$ cat src/rtl/dest_sel_pkg.sv
// Shared constants, types and the slot-select helper for the destination-register selector.
// Candidate inputs are zero-extended into fixed-pitch slots so one helper serves any WIDTH/NUM_IN.
package dest_sel_pkg;

    localparam int DEF_WIDTH = 5;
    localparam int DEF_CNT_W = 8;
    localparam int REG_ZERO  = 0;

    localparam int MAX_IN   = 16;
    localparam int MAX_W    = 32;
    localparam int MAX_BITS = MAX_IN * MAX_W;

    typedef logic [MAX_W-1:0]    slot_t;
    typedef logic [MAX_BITS-1:0] slot_vec_t;

    typedef enum logic [2:0] {
        ACT_HOLD,
        ACT_DRAIN,
        ACT_FILL_OUT,
        ACT_FILL_SKID,
        ACT_EMPTY
    } skid_act_e;

    // Returns slot `sel`, or zero when the index names no real input.
    function automatic slot_t dest_select(input slot_vec_t slots,
                                          input int unsigned sel,
                                          input int unsigned num_in);
        slot_vec_t shifted;
        if (sel >= num_in) begin
            return '0;
        end
        shifted = slots >> (sel * MAX_W);
        return shifted[MAX_W-1:0];
    endfunction

endpackage

$ cat src/rtl/dest_skid_buf.sv
// Generic 2-entry valid/ready skid buffer: an output register plus one overflow register.
// Upstream readiness depends only on the skid register, never on downstream ready.
module dest_skid_buf
    import dest_sel_pkg::*;
#(
    parameter int P_W = 8
) (
    input  logic           clk,
    input  logic           reset_n,
    input  logic           push,
    input  logic [P_W-1:0] push_data,
    output logic           ready,
    input  logic           out_ready,
    output logic           out_valid,
    output logic [P_W-1:0] out_data
);

    logic           out_valid_reg;
    logic [P_W-1:0] out_data_reg;
    logic           skid_valid_reg;
    logic [P_W-1:0] skid_data_reg;
    logic           pop;
    skid_act_e      act;

    assign pop = out_valid_reg & out_ready;

    always_comb begin
        act = ACT_HOLD;
        if (skid_valid_reg && pop) begin
            act = ACT_DRAIN;
        end else if (!skid_valid_reg && push && (!out_valid_reg || pop)) begin
            act = ACT_FILL_OUT;
        end else if (!skid_valid_reg && push) begin
            act = ACT_FILL_SKID;
        end else if (pop) begin
            act = ACT_EMPTY;
        end
    end

    // Data registers keep their contents when emptied; only the valid bits clear.
    always_ff @(posedge clk) begin
        if (!reset_n) begin
            out_valid_reg  <= 1'b0;
            out_data_reg   <= '0;
            skid_valid_reg <= 1'b0;
            skid_data_reg  <= '0;
        end else begin
            case (act)
                ACT_DRAIN: begin
                    out_data_reg   <= skid_data_reg;
                    skid_valid_reg <= 1'b0;
                end
                ACT_FILL_OUT: begin
                    out_data_reg  <= push_data;
                    out_valid_reg <= 1'b1;
                end
                ACT_FILL_SKID: begin
                    skid_data_reg  <= push_data;
                    skid_valid_reg <= 1'b1;
                end
                ACT_EMPTY: begin
                    out_valid_reg <= 1'b0;
                end
                default: begin
                end
            endcase
        end
    end

    assign ready     = ~skid_valid_reg;
    assign out_valid = out_valid_reg;
    assign out_data  = out_data_reg;

endmodule

$ cat src/rtl/dest_sel_pipe.sv
// N-way register-destination selector: mux by sel, drop writes to register 0,
// count the drops, flag illegal selects, and hand results to a 2-entry skid stage.
module dest_sel_pipe
    import dest_sel_pkg::*;
#(
    parameter int WIDTH         = DEF_WIDTH,
    parameter int NUM_IN        = 4,
    parameter int SEL_W         = $clog2(NUM_IN),
    parameter int SUPPRESS_ZERO = 1,
    parameter int CNT_W         = DEF_CNT_W
) (
    input  logic                    clk,
    input  logic                    reset_n,
    input  logic                    in_valid,
    output logic                    in_ready,
    input  logic [SEL_W-1:0]        sel,
    input  logic [NUM_IN*WIDTH-1:0] data_in,
    output logic                    out_valid,
    input  logic                    out_ready,
    output logic [WIDTH-1:0]        out_data,
    output logic [SEL_W-1:0]        out_sel,
    output logic [CNT_W-1:0]        drop_cnt,
    output logic                    sel_err
);

    localparam int PAY_W = WIDTH + SEL_W;

    slot_vec_t        slots;
    slot_t            sel_wide;
    logic [WIDTH-1:0] sel_value;
    logic             sel_ok;
    logic             suppress;
    logic             accept;
    logic             push;
    logic             buf_ready;
    logic [PAY_W-1:0] buf_data;

    logic [CNT_W-1:0] drop_cnt_reg;
    logic [CNT_W-1:0] drop_cnt_next;
    logic             sel_err_reg;
    logic             sel_err_next;

    genvar gi;
    generate
        for (gi = 0; gi < MAX_IN; gi++) begin : g_slot
            if (gi < NUM_IN) begin : g_used
                assign slots[gi*MAX_W +: MAX_W] = slot_t'(data_in[gi*WIDTH +: WIDTH]);
            end else begin : g_pad
                assign slots[gi*MAX_W +: MAX_W] = '0;
            end
        end
    endgenerate

    assign sel_wide  = dest_select(slots, 32'(sel), NUM_IN);
    assign sel_value = sel_wide[WIDTH-1:0];

    generate
        if (WIDTH < MAX_W) begin : g_hi
            logic unused_sel_hi;
            assign unused_sel_hi = ^sel_wide[MAX_W-1:WIDTH];
        end
    endgenerate

    assign sel_ok   = (32'(sel) < 32'(NUM_IN));
    assign suppress = (SUPPRESS_ZERO != 0) && (sel_value == WIDTH'(REG_ZERO));
    assign in_ready = reset_n & buf_ready;
    assign accept   = in_valid & in_ready;
    assign push     = accept & ~suppress;

    always_comb begin
        drop_cnt_next = drop_cnt_reg;
        sel_err_next  = sel_err_reg;
        if (accept && suppress && (drop_cnt_reg != {CNT_W{1'b1}})) begin
            drop_cnt_next = drop_cnt_reg + CNT_W'(1);
        end
        if (accept && !sel_ok) begin
            sel_err_next = 1'b1;
        end
    end

    always_ff @(posedge clk) begin
        if (!reset_n) begin
            drop_cnt_reg <= '0;
            sel_err_reg  <= 1'b0;
        end else begin
            drop_cnt_reg <= drop_cnt_next;
            sel_err_reg  <= sel_err_next;
        end
    end

    dest_skid_buf #(
        .P_W (PAY_W)
    ) u_skid (
        .clk       (clk),
        .reset_n   (reset_n),
        .push      (push),
        .push_data ({sel, sel_value}),
        .ready     (buf_ready),
        .out_ready (out_ready),
        .out_valid (out_valid),
        .out_data  (buf_data)
    );

    assign out_data = buf_data[WIDTH-1:0];
    assign out_sel  = buf_data[PAY_W-1:WIDTH];
    assign drop_cnt = drop_cnt_reg;
    assign sel_err  = sel_err_reg;

endmodule

$ cat config.mk
export PLATFORM = sky130hd
export DESIGN_NAME = dest_sel_pipe
export DESIGN_NICKNAME = d
export VERILOG_FILES = /design/src/rtl/dest_sel_pkg.sv /design/src/rtl/dest_skid_buf.sv /design/src/rtl/dest_sel_pipe.sv
export SDC_FILE = /design/constraint.sdc
export NUM_CORES = 1
export LEC_CHECK = 0
export ABC_CLOCK_PERIOD_IN_PS = 3800
export BUFFER_PORTS_ARGS = -buffer_cell sky130_fd_sc_hd__buf_2
export CAP_MARGIN = 20
export CORE_ASPECT_RATIO = 0.7
export CORE_MARGIN = 2
export CORE_UTILIZATION = 35
export DETAILED_ROUTE_END_ITERATION = 10
export GPL_ROUTABILITY_DRIVEN = 0
export PLACE_DENSITY = 0.63
export SETUP_SLACK_MARGIN = 0.15
export SYNTH_ARGS = -nofsm -noshare
export SYNTH_HDL_FRONTEND = slang
export SYNTH_HIERARCHICAL = 1
export SYNTH_SLANG_ARGS = --single-unit
$ cat constraint.sdc
create_clock -name clk -period 3.8 [get_ports clk]
set_clock_uncertainty 0.15 [all_clocks]
set_input_delay 0.76 -clock clk [delete_from_list [all_inputs] [get_ports clk]]
set_output_delay 0.76 -clock clk [all_outputs]
set_load 0.01 [all_outputs]
Yosys cells after proc, flatten, opt, wreduce, memory -nomap -nowiden
Cells that the tools add are included.

Input bits: 26. Output and inout bits: 18. Bits in registers: 24.

Shifts and indexed selects: 1. Bitwise gates (word level): 6. Add/sub/neg operators: 1. Reductions and logical operators: 12. Eq/ne operators: 5. Multiplexer cells: 7.

Operators with widths (count): 101-bit by 7-bit right shift with 5-bit output (1); 7-bit case mux with 2 select lines (1); 3-bit 2-to-1 mux (4); 8-bit by 1-bit adder with 8-bit output, second input constant (1); 8-bit != test, second input constant (1); 3-bit by 2-bit equality test with 1-bit output, second input constant (2); 2-bit nonzero test (3); 1-bit logical AND (5); 5-bit zero test (1); 1-bit AND (4); 1-bit case mux with 2 select lines (2); 3-bit by 1-bit equality test with 1-bit output, second input constant (1); 3-bit equality test, second input constant (1); 1-bit zero test (2); 1-bit inverter (2); 1-bit logical OR (1).

Logic depth before layout (Yosys ltp)
Gate-level depths: netlist of the first run.

Word-level depth: 10. Depth in mapped cells: 12.

Hierarchy
The synthesis of the first run kept the hierarchy.

Modules (own cells, without submodules): dest_skid_buf (area each 764.5 µm², cells an instance 81, instances 1, sequential area each 320.3 µm²); dest_sel_pipe (area each 643.1 µm², cells an instance 70, instances 1, sequential area each 160.2 µm²).

Worst setup path after synthesis of the first run
Ideal clock, no wire load.

Kind: input -> register. From: input sel[0]. To: register u_skid.out_data_reg[0], in the netlist u_skid/out_data[0]. Setup time: 0.079 ns. Arrival: 2.988 ns. Stages: 12. Path slack: 0.582 ns. Path through: buf_6 mux4_2 or3_1 buf_2 buf_2 nor2_1 nor2_1 or2_1 buf_6 and3_4 buf_6 a211oi_2.

Word-level cells in the longest chain between the ends: 10. Elaborated cells between the ends (all ways): 13. Those cells by class: eq/ne: 2; shift: 1; mux: 4; bitwise: 2; reduce/logical: 4.

Ends and longest elaborated chain: from (decl) (RTL line dest_sel_pipe.sv:16) `input logic [SEL_W-1:0] sel,`; 101-bit by 7-bit right shift with 5-bit output (*) (RTL line dest_sel_pkg.sv:32) `shifted = slots >> (sel * MAX_W);`; net sel_value[4] (RTL line dest_sel_pipe.sv:30) `logic [WIDTH-1:0] sel_value;`; 5-bit zero test (*) (RTL line dest_sel_pipe.sv:65) `assign suppress = (SUPPRESS_ZERO != 0) && (sel_value == WIDTH'(REG_ZERO));`; 1-bit inverter (*) (RTL line dest_sel_pipe.sv:68) `assign push = accept & ~suppress;`; 1-bit AND (*) (RTL line dest_sel_pipe.sv:68); net push (RTL line dest_sel_pipe.sv:34) `logic push;`; 1-bit logical AND (*) (RTL line dest_skid_buf.sv:31, dest_skid_buf.sv:33); 3-bit 2-to-1 mux / 1-bit logical AND (equally long branches) (RTL line dest_skid_buf.sv:33, dest_skid_buf.sv:31); 3-bit 2-to-1 mux (*) (RTL line dest_skid_buf.sv:31) `end else if (!skid_valid_reg && push && (!out_valid_reg || pop)) begin`; 3-bit 2-to-1 mux (*) (RTL line dest_skid_buf.sv:29) `if (skid_valid_reg && pop) begin`; 3-bit by 2-bit equality test with 1-bit output / 3-bit by 1-bit equality test with 1-bit output (equally long branches) (RTL line dest_skid_buf.sv:48) `case (act)`; 7-bit case mux with 2 select lines / 2-bit nonzero test (equally long branches); to (signal assigned) (RTL line dest_skid_buf.sv:50) `out_data_reg <= skid_data_reg;`; to (signal assigned) (RTL line dest_skid_buf.sv:54) `out_data_reg <= push_data;`; to (decl) (RTL line dest_skid_buf.sv:19) `logic [P_W-1:0] out_data_reg;`.

The timed path passes the listed nets; every way through them passes the cells marked *. A chain may end at the register's enable or synchronous reset.

Worst setup path after layout of the first run
Same ends and word-level chain as after synthesis.

==> summary.md, run 1 <==
| Metric | Value |
|---|---|
| Status | finished clean |
| Width of the die | 79.8 µm |
| Shortest clock period the worst path allows after layout | 2940 ps |
| Antenna violations before repair | 0 |
| Synthesized-area fraction occupied by and/or/nand/nor cells | 17.1% |
| Share of the yosys chip area belonging to registers | 34.1% |
| Core Footprint | 3900 µm² |
| Total Routing Usage GR | 15.6% |
| Setup Total Neg Slack | 0 ps |
| Total CTS buffers | 3 |
| Largest area contributor in the netlist | dfxtp_1 |
| Category of the worst setup path launch point | primary input |
| Final Net Count | 214 |
| Die outline height | 57.1 µm |
| Post-synthesis compound-gate area fraction | 26.4% |
| Wire per inst | 13.9 µm |
| Mapped Nets | 178 |
| Count of unresolved DRC violations after routing | 0 |
| Proportion of synthesized flip-flops having asynchronous set or reset | 0% |
| Post-cts sizing count | 0 |
| Layout overhead on the synthesized area | 17.2% |
| Max rail drop VDD | 0.172 mV |
| Total global routing overflow | 0 |
| H-tree depth reported by CTS | 1 |
| Adder and majority gate portion of the synthesized area | 0.889% |
| CTS root buf | clkbuf_8 |
| CP required | 3830 ps |
| Detailed-routing iteration count for the pre-antenna-repair pass | 4 |
| Top-area cell type share of the netlist area | 34.1% |
| Largest driver fanout on the critical path | 16 |
| Power density relative to cell area | 311 nW/µm² |
| Largest register FFs | 8 |
| Synth cell types | 40 |
| Via count of the first global-routing pass | 1099 |
| Mux contribution to synthesized area | 13.0% |
| Leakage power of the design | 0.660 nW |
| Footprint of the multi-input gates | 811 µm² |
| Combinational family with the most area after synthesis | compound AO/OA/AOI/OAI gates |
| Top-count cell post-synth | dfxtp_1 |
| Warnings, synthesis | 6 |
| Type of the worst setup path | primary input to flip-flop |
| Starting Density | 36.1% |
| Post-synthesis register bit count | 24 |
| Maximum count of clock buffers along a single path | 2 |
| DP Wirelength | 2.46 mm |
| Path type of the worst min-delay path | flip-flop to flip-flop |
| Hold-fix buffers at CTS | 0 |
| Share of the clock period used by the worst path after layout | 77.3% |
| Ratio of cells with drive above 1 in the final layout | 33.5% |
| Clock tree from TritonCTS | done |
| Worst Max-Slew Pin Slew | 623 ps |
| Top cells by area, synth | dfxtp_1 (34%), mux4_2 (8.0%), a211oi_2 (5.3%) |
| Setup Fix Bufs, Post-CTS | 0 |
| Total wirelength of the detailed-routed design | 3.29 mm |
| Final setup viols | 0 |
| Count of mapped cells out of synthesis | 151 |
| Count of port buffers added during placement | 42 |
| Filler Cell Count | 412 |
| Clock Latency Late Sink | 260 ps |
| Number of flops mapped to enable cells by yosys | 0 |
| Antenna diode count | 0 |
| Pre-CTS setup slack | 623 ps |
| Final count of hold timing violations | 0 |
| Clock Pin Slew Worst Setup and Hold Paths | 80 ps |
| Reg-to-reg startpoint | u_skid/skid_valid_reg |
| Area of all sequential standard cells | 480 µm² |
| Max Fclk | 0.340 GHz |
| Depth of the worst register-to-register path | 6 |
| Num ports | 44 |
| Startpoint of the worst setup timing path | sel[0] |
| Slew HR | 58.4% |
| Maxcap violations | 0 |
| Post-Layout Cell Count | 237 |
| Total clock sinks | 24 |
| Final critical-path setup slack | 861 ps |
| Data arrival time of the critical path | 2970 ps |
| Endpoint of the worst-slack reg-to-reg timing path | u_skid/out_data[0] |
| Largest net degree at the start of global routing | 17 |
| DR vias/cell | 5.48 |
| Slack of the worst reg-to-reg path | 1830 ps |
| RSZ-0062 raised after global routing | false |
| Initial DRC Count | 88 |
| Average instance area after synthesis | 9.32 µm² |
| Category of the worst setup path capture point | flip-flop |
| Xor/xnor cell area share of the yosys netlist | 0% |
| Synth cell count leaders | dfxtp_1 (24), a21oi_1 (15), nand2_1 (11), o21ai_0 (10) |
| Remaining antenna violation count after routing | 0 |
| Global-route wire length before repair | 5.54 mm |
| Total placed cells including tap cells | 234 |
| Die area | 4550 µm² |
| Count of standard-cell rows | 19 |
| Syn Std Cell Area | 1410 µm² |
| Vias after detailed routing | 1299 |
| Timing endpoint of the critical path | u_skid/out_data[0] |
| Fin. max-slew vios | 0 |
| Most instantiated flip-flop cell in the synthesis netlist | dfxtp_1 |
[power breakdown]
group	switching [mW]	internal, mW
sequential	0.00618	0.260
clock	0.0774	0.0708
combinational	0.0558	0.0437
[cell families after synthesis]
family                   Yosys count
AO/OA/AOI/OAI                     53
flip-flops                        24
AND/OR/NAND/NOR                   40
other                              1
buffers and inverters             20
adder cells (fa/ha/maj)            1
multiplexers                      12
[per-layer routing]
metal	routed length (µm)	part of all wire [%]	track usage (%)
met5	0	0	0
met4	21	0.64	2.91
met3	324	9.8	4.75
met2	1290	39	19.3
met1	1650	50	25.8
[worst min path at each step]
stage | startpoint | to | cells past startpoint
CTS | u_skid/skid_data_reg[5] | u_skid/skid_data_reg[5] | 2
detailed placement | u_skid/skid_data_reg[5] | u_skid/skid_data_reg[5] | 2
global route | u_skid/skid_data_reg[5] | u_skid/skid_data_reg[5] | 2
finish | u_skid/skid_data_reg[5] | u_skid/skid_data_reg[5] | 2
global placement | u_skid/skid_data_reg[2] | u_skid/skid_data_reg[2] | 2
floorplan | u_skid/skid_data_reg[3] | u_skid/skid_data_reg[3] | 2
[layout make-up]
cell class              count  share of cell area (%)
flip-flops and latches     24                    29.1
well taps                  52                    3.95
repair buffers             44                    13.7
multi-input cells         107                    49.2
clock buffers               3                    2.50
inverters                   7                    1.59
[through the flow]
stage	area, µm²	util (%)	power [mW]	hold WS, ps
after floorplan	1410	-	0.343	298
after global placement	1610	41.2	0.370	316
after detailed placement	1610	41.2	0.370	317
after CTS	1650	42.3	0.518	329
after global routing	1650	42.3	0.539	348
final	1650	42.3	0.514	327
[placed cells by master, fill, tap and decap left out, types with 2 or more instances in the layout]
cell and count:
clkbuf_8 3, or3_1 2, a41o_1 2, a211o_1 2, inv_1 7, buf_2 42
a211oi_1 2, nand4_1 2, nand3_1 3, mux4_2 5, buf_4 2, mux2i_1 7
and2_1 2, nand2b_1 3, nor2_1 2, and3_1 2, a211oi_2 6, a21oi_1 15
a31oi_1 6, o31ai_1 5, nand2_1 11, dfxtp_1 24, or4_1 5, o21ai_0 10
[critical path: stages]
cell and delay, ps:
buf_2 200, mux4_2 560, or2_2 440, nor2_1 130, nor2_1 90, or2_1 330
and3_4 250, a211oi_2 200
(Power assumes the default switching activity.)
==> run 2, diff against run 1 <==
--- a/config.mk
+++ b/config.mk
@@ -5,7 +5,8 @@
 export SDC_FILE = /design/constraint.sdc
 export NUM_CORES = 1
 export LEC_CHECK = 0
-export ABC_CLOCK_PERIOD_IN_PS = 3800
+export ABC_AREA = 1
+export ABC_CLOCK_PERIOD_IN_PS = 3100
 export BUFFER_PORTS_ARGS = -buffer_cell sky130_fd_sc_hd__buf_2
 export CAP_MARGIN = 20
 export CORE_ASPECT_RATIO = 0.7
@@ -13,7 +14,7 @@
 export CORE_UTILIZATION = 35
 export DETAILED_ROUTE_END_ITERATION = 10
 export GPL_ROUTABILITY_DRIVEN = 0
-export PLACE_DENSITY = 0.63
+export PLACE_DENSITY = 0.62
 export SETUP_SLACK_MARGIN = 0.15
 export SYNTH_ARGS = -nofsm -noshare
 export SYNTH_HDL_FRONTEND = slang
==> constraint.sdc (replaced) <==
create_clock -name clk -period 3.1 [get_ports clk]
set_clock_uncertainty 0.15 [all_clocks]
set_input_delay 0.62 -clock clk [delete_from_list [all_inputs] [get_ports clk]]
set_output_delay 0.62 -clock clk [all_outputs]
set_load 0.01 [all_outputs]
==> run 2 against run 1 <==
Net effect: cell area grew 18%; count of clock-buffer cells in the layout grew 1; via count grew 17%; sequential share of layout area down 4.5 points; hold slack worse by 29 ps; synthesized area grew 18%; synthesized cell count rose by 62%; sequential cell count stayed put; first-iteration DRC count fell by 27%; worst setup slack better by 0.70 ps; non-clock buffer count fell by 1.
==> summary.md, run 2 <==
| Metric | Value |
|---|---|
| Initial DRC Count | 64 (was 88) |
| Proportion of synthesized flip-flops having asynchronous set or reset | 0% (unchanged) |
| Area of all sequential standard cells | 480 µm² (unchanged) |
| Depth of the worst register-to-register path | 9 (was 6) |
| Clock Latency Late Sink | 260 ps (about the same) |
| Top cells by area, synth | dfxtp_1 (29%), nand2_1 (13%), inv_1 (9.7%) (was dfxtp_1 (34%), mux4_2 (8.0%), a211oi_2 (5.3%)) |
| Post-synthesis register bit count | 24 (unchanged) |
| Post-route design area | 1950 µm² (was 1650 µm²) |
| Synth cell types | 29 (was 40) |
| CP required | 3150 ps (was 3830 ps) |
| Total wirelength of the detailed-routed design | 3.52 mm (was 3.29 mm) |
| Ratio of cells with drive above 1 in the final layout | 30.5% (was 33.5%) |
| Total global routing overflow | 0 (unchanged) |
| Startpoint of the worst setup timing path | sel[0] (unchanged) |
| Combinational share of power | 20.6% (was 19.4%) |
| Starting Density | 37.4% (was 36.1%) |
| Top-count cell post-synth | nand2_1 (was dfxtp_1) |
| Hold-fix buffers at CTS | 0 (unchanged) |
| Average instance area after synthesis | 6.80 µm² (was 9.32 µm²) |
| Path type of the worst min-delay path | flip-flop to flip-flop (unchanged) |
| Maximum count of clock buffers along a single path | 2 (unchanged) |
| Layout overhead on the synthesized area | 17.0% (was 17.2%) |
| Final Net Count | 313 (was 214) |
| Top-area cell type share of the netlist area | 28.9% (was 34.1%) |
| Most instantiated flip-flop cell in the synthesis netlist | dfxtp_1 (unchanged) |
| Status | finished clean (unchanged) |
| Largest area contributor in the netlist | dfxtp_1 (unchanged) |
| Net load switching power | 191 µW (was 139 µW) |
| Setup Fix Bufs, Post-CTS | 0 (unchanged) |
| H-tree depth reported by CTS | 1 (unchanged) |
| Syn Std Cell Area | 1670 µm² (was 1410 µm²) |
| Shortest clock period the worst path allows after layout | 2240 ps |
| Total CTS buffers | 3 (unchanged) |
| Antenna violations before repair | 0 (unchanged) |
| Via count of the first global-routing pass | 1287 (was 1099) |
| Core Footprint | 4450 µm² (was 3900 µm²) |
| Max rail drop VDD | 0.145 mV (was 0.172 mV) |
| Part of the total power dissipated in sequential elements | 48.0% (was 51.8%) |
| Post-cts sizing count | 0 (unchanged) |
| Slack of the worst reg-to-reg path | 1370 ps (was 1830 ps) |
| Power density relative to cell area | 345 nW/µm² (was 311 nW/µm²) |
| Endpoint of the worst-slack reg-to-reg timing path | u_skid/out_data[6] (was u_skid/out_data[0]) |
| Number of flops mapped to enable cells by yosys | 0 (unchanged) |
| Count of standard-cell rows | 20 (was 19) |
| Count of port buffers added during placement | 42 (unchanged) |
| Die outline height | 61.7 µm (was 57.1 µm) |
| Category of the worst setup path capture point | flip-flop (unchanged) |
| Width of the die | 86.4 µm (was 79.8 µm) |
| CTS root buf | clkbuf_8 (unchanged) |
| Largest net degree at the start of global routing | 17 (unchanged) |
| Count of mapped cells out of synthesis | 245 (was 151) |
| Share of total power in the clock network | 31.4% (was 28.9%) |
| Hold path startpoint | u_skid/skid_data_reg[6] (was u_skid/skid_data_reg[5]) |
| Total clock sinks | 24 (unchanged) |
| Mapped Nets | 272 (was 178) |
| Reg-to-reg startpoint | u_skid/skid_valid_reg (unchanged) |
| Internal power consumption | 482 µW (was 374 µW) |
| Count of unresolved DRC violations after routing | 0 (unchanged) |
| Num ports | 44 (unchanged) |
| Antenna diode count | 0 (unchanged) |
| Share of the clock period used by the worst path after layout | 72.2% |
| Delay of the slowest critical-path stage | 200 ps (was 560 ps) |
| Final setup viols | 0 (unchanged) |
| Largest register FFs | 8 (unchanged) |
| Footprint of the multi-input gates | 926 µm² (was 811 µm²) |
| Share of the yosys chip area belonging to registers | 28.9% (was 34.1%) |
| Warnings, synthesis | 6 (unchanged) |
| Total placed cells including tap cells | 336 (was 234) |
| Global-route wire length before repair | 5.76 mm (was 5.54 mm) |
| Terminating pin of the worst hold path | u_skid/skid_data_reg[6] (was u_skid/skid_data_reg[5]) |
| DR vias/cell | 4.49 (was 5.48) |
| Maxcap violations | 0 (unchanged) |
| Clock tree from TritonCTS | done (unchanged) |
| Vias after detailed routing | 1526 (was 1299) |
| Synth cell count leaders | nand2_1 (58), inv_1 (43), dfxtp_1 (24), a21oi_1 (16), nand3_1 (15) (was dfxtp_1 (24), a21oi_1 (15), nand2_1 (11), o21ai_0 (10)) |
| Switching Share | 28.4% (was 27.1%) |
| Chain of cells forming the critical path | buf_2 -> inv_2 -> nand2_1 -> nand3_1 -> nand2_2 -> nand2_4 -> nor2_8 -> nor3_1 -> inv_1 -> nor2_2 -> nand2_2 -> o21ai_0 -> nand2_1 -> a21oi_1 (was buf_2 -> mux4_2 -> or2_2 -> nor2_1 -> nor2_1 -> or2_1 -> and3_4 -> a211oi_2) |
| Post-Layout Cell Count | 340 (was 237) |
| Max Fclk | 0.447 GHz |
| Most common library cell in the layout ignoring fill and taps | nand2_1 (was buf_2) |
| Commonest non-fill, non-tap cells in the layout | nand2_1 (58), inv_1 (43), buf_2 (42) (was buf_2 (42), dfxtp_1 (24), a21oi_1 (15)) |
| Wire per inst | 10.4 µm (was 13.9 µm) |
| Number of cells on the worst hold path | 2 (unchanged) |
| Die area | 5330 µm² (was 4550 µm²) |
| Detailed-routing iteration count for the pre-antenna-repair pass | 4 (unchanged) |
| Pre-CTS setup slack | 569 ps (was 623 ps) |
| Clock Pin Slew Worst Setup and Hold Paths | 80 ps (about the same) |
| Final critical-path setup slack | 862 ps (was 861 ps) |
| Filler Cell Count | 491 (was 412) |
| Final count of hold timing violations | 0 (unchanged) |
| Data arrival time of the critical path | 2280 ps (was 2970 ps) |
| Setup Total Neg Slack | 0 ps (unchanged) |
| Largest driver fanout on the critical path | 15 (was 16) |
| Post-detailed-placement cell area | 1890 µm² (was 1610 µm²) |
| Category of the worst setup path launch point | primary input (unchanged) |
| DP Wirelength | 2.80 mm (was 2.46 mm) |
| RSZ-0062 raised after global routing | false (unchanged) |
| Leakage power of the design | 0.976 nW (was 0.660 nW) |
| Type of the worst setup path | primary input to flip-flop (unchanged) |
| Fin. max-slew vios | 0 (unchanged) |
| Remaining antenna violation count after routing | 0 (unchanged) |
| Total Routing Usage GR | 13.5% (was 15.6%) |
| Slowest-stage cell, CP | nand2_2 (was mux4_2) |
## run 2: cell count changes after synthesis, moves of 7 or more
cell     before  now
nor2_1        2   12
nand2_1      11   58
nand3_1       3   15
inv_1         7   43
nand4_1       2   11
nand3_2       0    8
mux2i_1       7    0
## run 2: layer usage
layer / track usage [%] / share of wire [%] / vias to the layer above
li1: - / - / 852
met1: 20.0 / 55 / 647
met2: 20.5 / 41 / 27
met3: 3.04 / 3.8 / 0
met4: 2.01 / 0 / 0
met5: 0 / 0 / -
## run 2: logic make-up after synthesis
group | after synthesis | synth area share, %
buf+inv | 59 | 15.6
fa+ha+maj | 1 | 0.751
simple gates | 127 | 43.8
xor+xnor | 1 | 0.526
other cells | 1 | 0.225
flops | 24 | 28.9
compound gates | 32 | 10.3
## run 2: final cells by class
class                   instances  share of cell area (%)
clock buffers                   4                    2.83
inverters                      52                    10.3
multi-input cells             162                    47.5
well taps                      55                    3.53
flip-flops and latches         24                    24.7
repair buffers                 43                    11.2
## run 2: critical path, delay by kind of cell
family,cells,cell delay [ps]
AND/OR/NAND/NOR,9,1020
buffers and inverters,3,410
AO/OA/AOI/OAI,2,250
## run 2: how the worst max path moves through the flow
stage                              end  slack (ps)  depth (start not counted)
6_report            u_skid/out_data[6]         860                         14
5_1_grt             u_skid/out_data[6]         550                         14
4_1_cts             u_skid/out_data[0]         850                         14
3_5_place_dp        u_skid/out_data[0]         570                         14
3_3_place_gp        u_skid/out_data[1]         640                         14
2_1_floorplan  u_skid/skid_data_reg[5]         980                         13
## run 2: power groups by stage
stage	registers, mW	logic [mW]	clock network, mW
2_1_floorplan	0.334	0.0977	0
3_3_place_gp	0.330	0.139	0
3_5_place_dp	0.330	0.140	0
4_1_cts	0.323	0.140	0.220
5_1_grt	0.324	0.156	0.227
6_report	0.323	0.139	0.211
## run 2: through the flow
step	hold slack, ps	utilization, %	power, mW
finish	298	43.7	0.673
CTS	304	43.7	0.684
floorplan	274	-	0.431
detailed placement	291	42.5	0.471
global placement	293	42.5	0.469
global route	337	43.7	0.707
